==> config.mk <==
export PLATFORM = sky130hd
export DESIGN_NAME = handshake_elastic_fifo
export DESIGN_NICKNAME = d
export VERILOG_FILES = /design/src/rtl/handshake_elastic_fifo.sv
export SDC_FILE = /design/constraint.sdc
export NUM_CORES = 1
export LEC_CHECK = 0
export CORE_UTILIZATION = 37
export CTS_CLUSTER_DIAMETER = 200
export DETAILED_ROUTE_END_ITERATION = 6
export PLACE_DENSITY = 0.61
export SYNTH_ARGS = -nofsm -noshare
export SYNTH_HDL_FRONTEND = slang
export SYNTH_SLANG_ARGS = --single-unit
==> constraint.sdc <==
create_clock -name clk -period 2.2 [get_ports clk]
set_clock_uncertainty 0.1 [all_clocks]
set_input_delay 0.22 -clock clk [delete_from_list [all_inputs] [get_ports clk]]
set_output_delay 0.22 -clock clk [all_outputs]
set_load 0.01 [all_outputs]
==> src/rtl/handshake_elastic_fifo.sv <==
// ---------------------------------------------------------------------------
// handshake_elastic_fifo
//
// Elastic FIFO for the dataflow handshake fabric. Buffers up to NUM_SLOTS
// tokens in order between a valid/ready producer and a valid/ready consumer.
// ins_ready is derived from registered occupancy only, so there is no
// combinational path from outs_ready back to ins_ready.
//
// Parameters
//   DATA_WIDTH  token payload width in bits
//   NUM_SLOTS   storage depth in tokens (2..64, any integer)
//
// Ports
//   clk         clock, all state updates on the rising edge
//   rst         synchronous active-low reset
//   ins         input token payload
//   ins_valid   producer offers a token
//   ins_ready   FIFO accepts a token this cycle
//   outs        output token payload (zero when outs_valid is low)
//   outs_valid  FIFO offers a token
//   outs_ready  consumer accepts the token
//
// Optional feature
//   HANDSHAKE_ELASTIC_FIFO_BYPASS_EN: when the FIFO is empty the input
//   token is presented combinationally on the output; if it is consumed in
//   the same cycle it is never written to storage.
// ---------------------------------------------------------------------------
module handshake_elastic_fifo #(
    parameter int DATA_WIDTH = 32,
    parameter int NUM_SLOTS  = 4
) (
    input  logic                  clk,
    input  logic                  rst,
    input  logic [DATA_WIDTH-1:0] ins,
    input  logic                  ins_valid,
    output logic                  ins_ready,
    output logic [DATA_WIDTH-1:0] outs,
    output logic                  outs_valid,
    input  logic                  outs_ready
);

    localparam int PTR_W = (NUM_SLOTS > 1) ? $clog2(NUM_SLOTS) : 1;
    localparam int CNT_W = $clog2(NUM_SLOTS + 1);

    logic [DATA_WIDTH-1:0] r_mem [NUM_SLOTS];
    logic [PTR_W-1:0]      r_head;
    logic [PTR_W-1:0]      r_tail;
    logic [CNT_W-1:0]      r_count;

    logic w_full;
    logic w_empty;
    logic w_push;
    logic w_pop;
    logic w_pass;
    logic w_wr;
    logic w_rd;

    // Explicit wrap so non-power-of-two depths work.
    function automatic logic [PTR_W-1:0] f_next(input logic [PTR_W-1:0] p);
        return (p == PTR_W'(NUM_SLOTS - 1)) ? '0 : p + PTR_W'(1);
    endfunction

    always_comb begin
        w_full  = (r_count == CNT_W'(NUM_SLOTS));
        w_empty = (r_count == '0);
    end

    // Registered state only: a pop while full does not open the input.
    always_comb begin
        ins_ready = rst & ~w_full;
    end

`ifdef HANDSHAKE_ELASTIC_FIFO_BYPASS_EN
    // Bypass is gated by rst so the output stays quiet during reset.
    always_comb begin
        w_pass = w_empty & rst & ins_valid & outs_ready;
        if (w_empty) begin
            outs_valid = rst & ins_valid;
            outs       = (rst & ins_valid) ? ins : '0;
        end else begin
            outs_valid = 1'b1;
            outs       = r_mem[r_head];
        end
    end
`else
    always_comb begin
        w_pass     = 1'b0;
        outs_valid = ~w_empty;
        outs       = w_empty ? '0 : r_mem[r_head];
    end
`endif

    // A passed-through token counts as both a push and a pop on the channel
    // but touches neither storage nor pointers.
    always_comb begin
        w_push = ins_valid & ins_ready;
        w_pop  = outs_valid & outs_ready;
        w_wr   = w_push & ~w_pass;
        w_rd   = w_pop & ~w_pass;
    end

    // Storage is not reset; w_wr is already qualified by rst via ins_ready.
    always_ff @(posedge clk) begin
        if (w_wr) begin
            r_mem[r_tail] <= ins;
        end
    end

    always_ff @(posedge clk) begin
        if (!rst) begin
            r_head  <= '0;
            r_tail  <= '0;
            r_count <= '0;
        end else begin
            if (w_wr) begin
                r_tail <= f_next(r_tail);
            end
            if (w_rd) begin
                r_head <= f_next(r_head);
            end
            case ({w_wr, w_rd})
                2'b10:   r_count <= r_count + CNT_W'(1);
                2'b01:   r_count <= r_count - CNT_W'(1);
                default: r_count <= r_count;
            endcase
        end
    end

endmodule

Word-level counts from Yosys, hierarchy flattened
Memory sizes are Yosys's and may differ from the RTL's. A register that Yosys moved wholly into a read port is not among the register bits.
Cells that the tools add are included.

storage, ports and cells
  bits in writable memories = 128
  output and inout port bits = 34
  register bits = 7
  input port bits = 36
  logic and storage cells = 28
  memories kept = 1

cells by class
  bitwise logic cells = 5
  eq/ne operators = 5
  reduce and logical (&&, ||, !) cells = 2
  mux-type cells = 8
  add/sub/neg operators = 4

memories
  name   depth  width  rd ports  clocked after memory_dff  wr ports  RTL line  source
  r_mem  4      32     1         1                         1         45        logic [DATA_WIDTH-1:0] r_mem [NUM_SLOTS];

operators by type and width
  kind                   count
  $mux W32               1
  $mux W2                4
  $eq A2 B2 Y1 const B   3
  $pmux W3 S2            1
  $add A2 B1 Y2 const B  2
  $add A3 B1 Y3 const B  1
  $and A1 B1 Y1          3
  $eq A3 B3 Y1 const B   1
  $logic_not A3 Y1       1
  $sub A3 B1 Y3 const B  1
  $eq A2 B1 Y1 const B   1
  $mux W1                2
  $not A1 Y1             2
  $reduce_bool A2 Y1     1

Depth between registers and ports, before layout
  word-level depth = 6
  gate-level depth with buffers = 9
  gate-level depth less buffers = 9

Worst setup path before layout
Ideal clock, no wire load.

  kind = reg2reg
  start = reg r_count[0]
  end = mem r_mem[3][0], enable pin
  arrival = 1.636 ns
  path slack = 0.071 ns
  library setup time = 0.392 ns
  stages on the path, launching flop included = 4
  path buffers = 0
  clock period less this slack = 2.129 ns
  path through = dfxtp_1 -> nor2_1 -> a21oi_1 -> and2_1

between the ends
  longest elaborated chain between the ends = 6

ends and longest elaborated chain
  item                           RTL line  source
  from (decl)                    48        logic [CNT_W-1:0] r_count;
  from (signal assigned)         122       2'b10: r_count <= r_count + CNT_W'(1);
  from (signal assigned)         123       2'b01: r_count <= r_count - CNT_W'(1);
  from (signal assigned)         124       default: r_count <= r_count;
  $eq A3 B3 Y1                   64        w_full = (r_count == CNT_W'(NUM_SLOTS));
  $not A1 Y1                     70        ins_ready = rst & ~w_full;
  $and A1 B1 Y1                  70
  $and A1 B1 Y1                  96        w_push = ins_valid & ins_ready;
  $mux W1                        104       if (w_wr) begin
  $mux W1 (not written as such)  105       r_mem[r_tail] <= ins;
  to (decl)                      45

No other way between the ends.

==> impl_metrics.py <==
metrics = {
    "yosys": {
        "synth_ff_type": "edfxtp_1",
        "synth.most_common_cell": "edfxtp_1",
        "netlist_area_um2": 5370,
        "syn-num-nets": 301,
        "synth_top_area_share_pct": 71.6,
        "synth-warning-count": 0,
        "synth_edf_count": 128,
        "postSynthAreaPerCell_um2": 20.8,
        "ys_ff_latch": 137,
        "async_flop_share_pct": 0,
        "syn_inst": 258,
        "ys_seq_area_share_pct": 74.9,
        "ys_top_cells_by_count": "edfxtp_1 (128), and2_1 (38), mux4_2 (30)",
        "netlist_top_cells_area": "edfxtp_1 (72%), mux4_2 (13%), and2_1 (4.4%)",
        "ys_types": 26,
        "yosysTopAreaCell": "edfxtp_1",
    },
    "routing": {
        "dr.pass1.iters": 4,
        "via_count": 2663,
        "remaining_drc_errors": 0,
        "postRouteAntennaNets": 0,
        "drt-wirelength-per-cell_um": 18.4,
        "routed_wl_um": 10100,
        "drt-initial-drc-count": 160,
        "viasPerCell": 4.85,
    },
    "power": {
        "clockPowerShare_pct": 35.5,
        "seqPwrFrac_pct": 36.4,
        "vdd_ir_drop_max_mv": 0.629,
        "p_leak_nw": 2.45,
        "switching_share_pct": 25.6,
        "combPwrFrac_pct": 28.1,
        "power.switching_mw": 2.23,
        "power.density_nw_per_um2": 1220,
        "p_int_mw": 6.46,
    },
    "timing": {
        "hold_viol_final": 0,
        "finalCritPeriodShare_pct": 96.8,
        "max_freq_ghz": 0.470,
        "min_period_ns": 2.13,
        "setup_viol": 0,
        "slew-limit-headroom_pct": 82.7,
        "holdWs_ns": 0.337,
        "rsz0062_at_grt": "true",
        "drv_slew": 0,
        "worstMarginPinSlew_ns": 0.258,
    },
    "floorplanning": {
        "dieArea_um2": 15000,
        "die_w_um": 122,
        "num_rows": 43,
        "start_util_pct": 38.2,
        "die_h_um": 122,
        "coreArea_um2": 14000,
        "io_pins": 70,
    },
    "critical_path": {
        "startpoint_type": "flop",
        "critPathMaxFanout": 8,
        "critPathRequiredTime_ns": 1.88,
        "cpMaxStageDelayCell": "mux4_2",
        "crit_path_end_kind": "output pin",
        "rrSetupSlack_ns": 0.14,
        "critPathKind": "reg -> out",
        "reg2reg_to": "r_count[2]$_SDFFE_PN0P_",
        "crit_path_end": "outs[0]",
        "r2r_start": "r_count[1]$_SDFFE_PN0P_",
        "r2r_cells": 8,
        "worstPathArrival_ns": 1.81,
        "path_cells": "buf_12 > mux4_2 > and2_4 > buf_2",
        "max_stage_delay_ns": 0.50,
    },
    "placed_design": {
        "dp_hpwl_um": 5840,
        "placed_cells": 513,
        "portBuffers": 69,
        "gp_congestion": 0.676,
    },
    "layout": {
        "fin_cells": 549,
        "seqCellArea_um2": 4030,
        "fillers": 1151,
        "syn_to_final_growth_pct": 32.4,
        "layout.nets": 398,
        "multi_input_area_um2": 1270,
        "drive_gt1_share_pct": 40.2,
    },
    "clock_tree": {
        "cts-root-buf": "clkbuf_16",
        "cts_max_level": 4,
        "cts_made_buffers": 17,
        "clk_path_buf_depth": 2,
        "cts_tree": "built",
        "cts_num_sinks": 137,
        "worstSkewPairLatency_ns": 0.42,
        "clk_pin_slew_ns": 0.06,
        "cts_hold_buf": 0,
    },
    "job": {
        "drv_cap": 0,
    },
    "global_routing": {
        "grt_start_max_net_pins": 28,
        "grt_pass1_wl_um": 15800,
        "first_global_vias": 2795,
        "grt_usage_pct": 15.1,
        "antenna_found_initial": 1,
        "overflow": 0,
    },
    "worst_hold_path": {
        "min_path_type": "in -> reg",
        "min-delay-start": "ins[25]",
    },
    "status": {
        "status": "finished, final reports clean",
    },
}
## routing by layer
layer	global-route usage, %	up-vias	wire [um]
met5	0	-	0
met4	6.17	0	159
met3	5.07	14	440
met2	23.6	60	4940
met1	19.5	1371	4570
li1	-	1218	-
## stage by stage
stage                     power, mW  utilization, %  TNS [ns]  worst slack, ns  instance area, um^2
final                          8.69            50.6         0           0.0704                 7110
after global placement         5.52            45.8         0           0.0419                 6430
after detailed placement       5.54            45.8   -0.0479          -0.0479                 6430
after floorplan                4.48               -         0           0.0715                 5370
after global routing           9.11            50.6   -0.0127         -0.00781                 7110
after CTS                      8.92            51.0    -0.243          -0.0465                 7160
## cell families (layout without fill, tap and decap cells)
group                      count (synthesis)  count (layout)  share of synthesized area [%]
AOI/OAI and AO/OA                          6               6                          0.652
xor gates and xnor gates                   2               2                          0.326
adders and majority gates                  7               7                           1.77
buffers and inverters                     19             129                           2.47
DFF                                      137             137                           74.9
muxes                                     35              35                           14.1
other                                      0               1                              0
and+or+nand+nor                           52              52                           5.73
## power by group through the flow
stage	Sequential, mW	Combinational (mW)	Clock (mW)
final	3.16	2.44	3.09
after global routing	3.18	2.68	3.25
after CTS	3.16	2.61	3.15
after detailed placement	3.19	2.35	0
after global placement	3.18	2.34	0
after floorplan	3.16	1.32	0
## area by class of cell
class                   count  area share (%)
multi-input cells         102            17.8
clock inverters            15            3.15
inverters                   7           0.370
flip-flops and latches    137            56.7
well taps                 180            3.17
diodes                      1          0.0352
clock buffers              17            5.98
repair buffers             90            12.8
## timing repair
action | CTS | global route
resized for setup | 162 | 12
buffers inserted | 4 | 0
hold endpoints to repair | 0 | 0
setup endpoints to repair | 33 | 26
pin swaps | 11 | 2
cloned | 3 | 0
## worst min path at each step
stage,to,depth (start not counted)
after floorplan,r_mem[0][0]$_DFFE_PP_,0
after global placement,flop,2
after detailed placement,flop,2
after CTS,r_mem[2][25]$_DFFE_PP_,1
after global routing,r_mem[1][26]$_DFFE_PP_,1
final,r_mem[2][25]$_DFFE_PP_,1
## flip-flops by register name, summed over array words and instances (netlist names), named ones only
signal   count
r_mem      128
r_count      3
r_head       2
r_tail       2
## critical path, delay by kind of cell (launching register included)
kind	cells	cell delay, ns
buf+inv	2	0.30
flops	1	0.43
mux	1	0.50
simple gates	1	0.17
## placed cells by master, fill, tap and decap left out, drive strengths merged, types with 2 or more instances in the layout
master / n
bufinv: 5
mux2i: 3
buf: 53
ha: 6
inv: 9
nand2: 7
or3: 2
edfxtp: 128
o21ai: 3
clkbuf: 17
dfxtp: 9
clkinv: 6
mux4: 32
clkdlybuf4s50: 36
and2: 39
a21boi: 2
clkinvlp: 2
No activity file was read; power rests on OpenSTA's default activity.
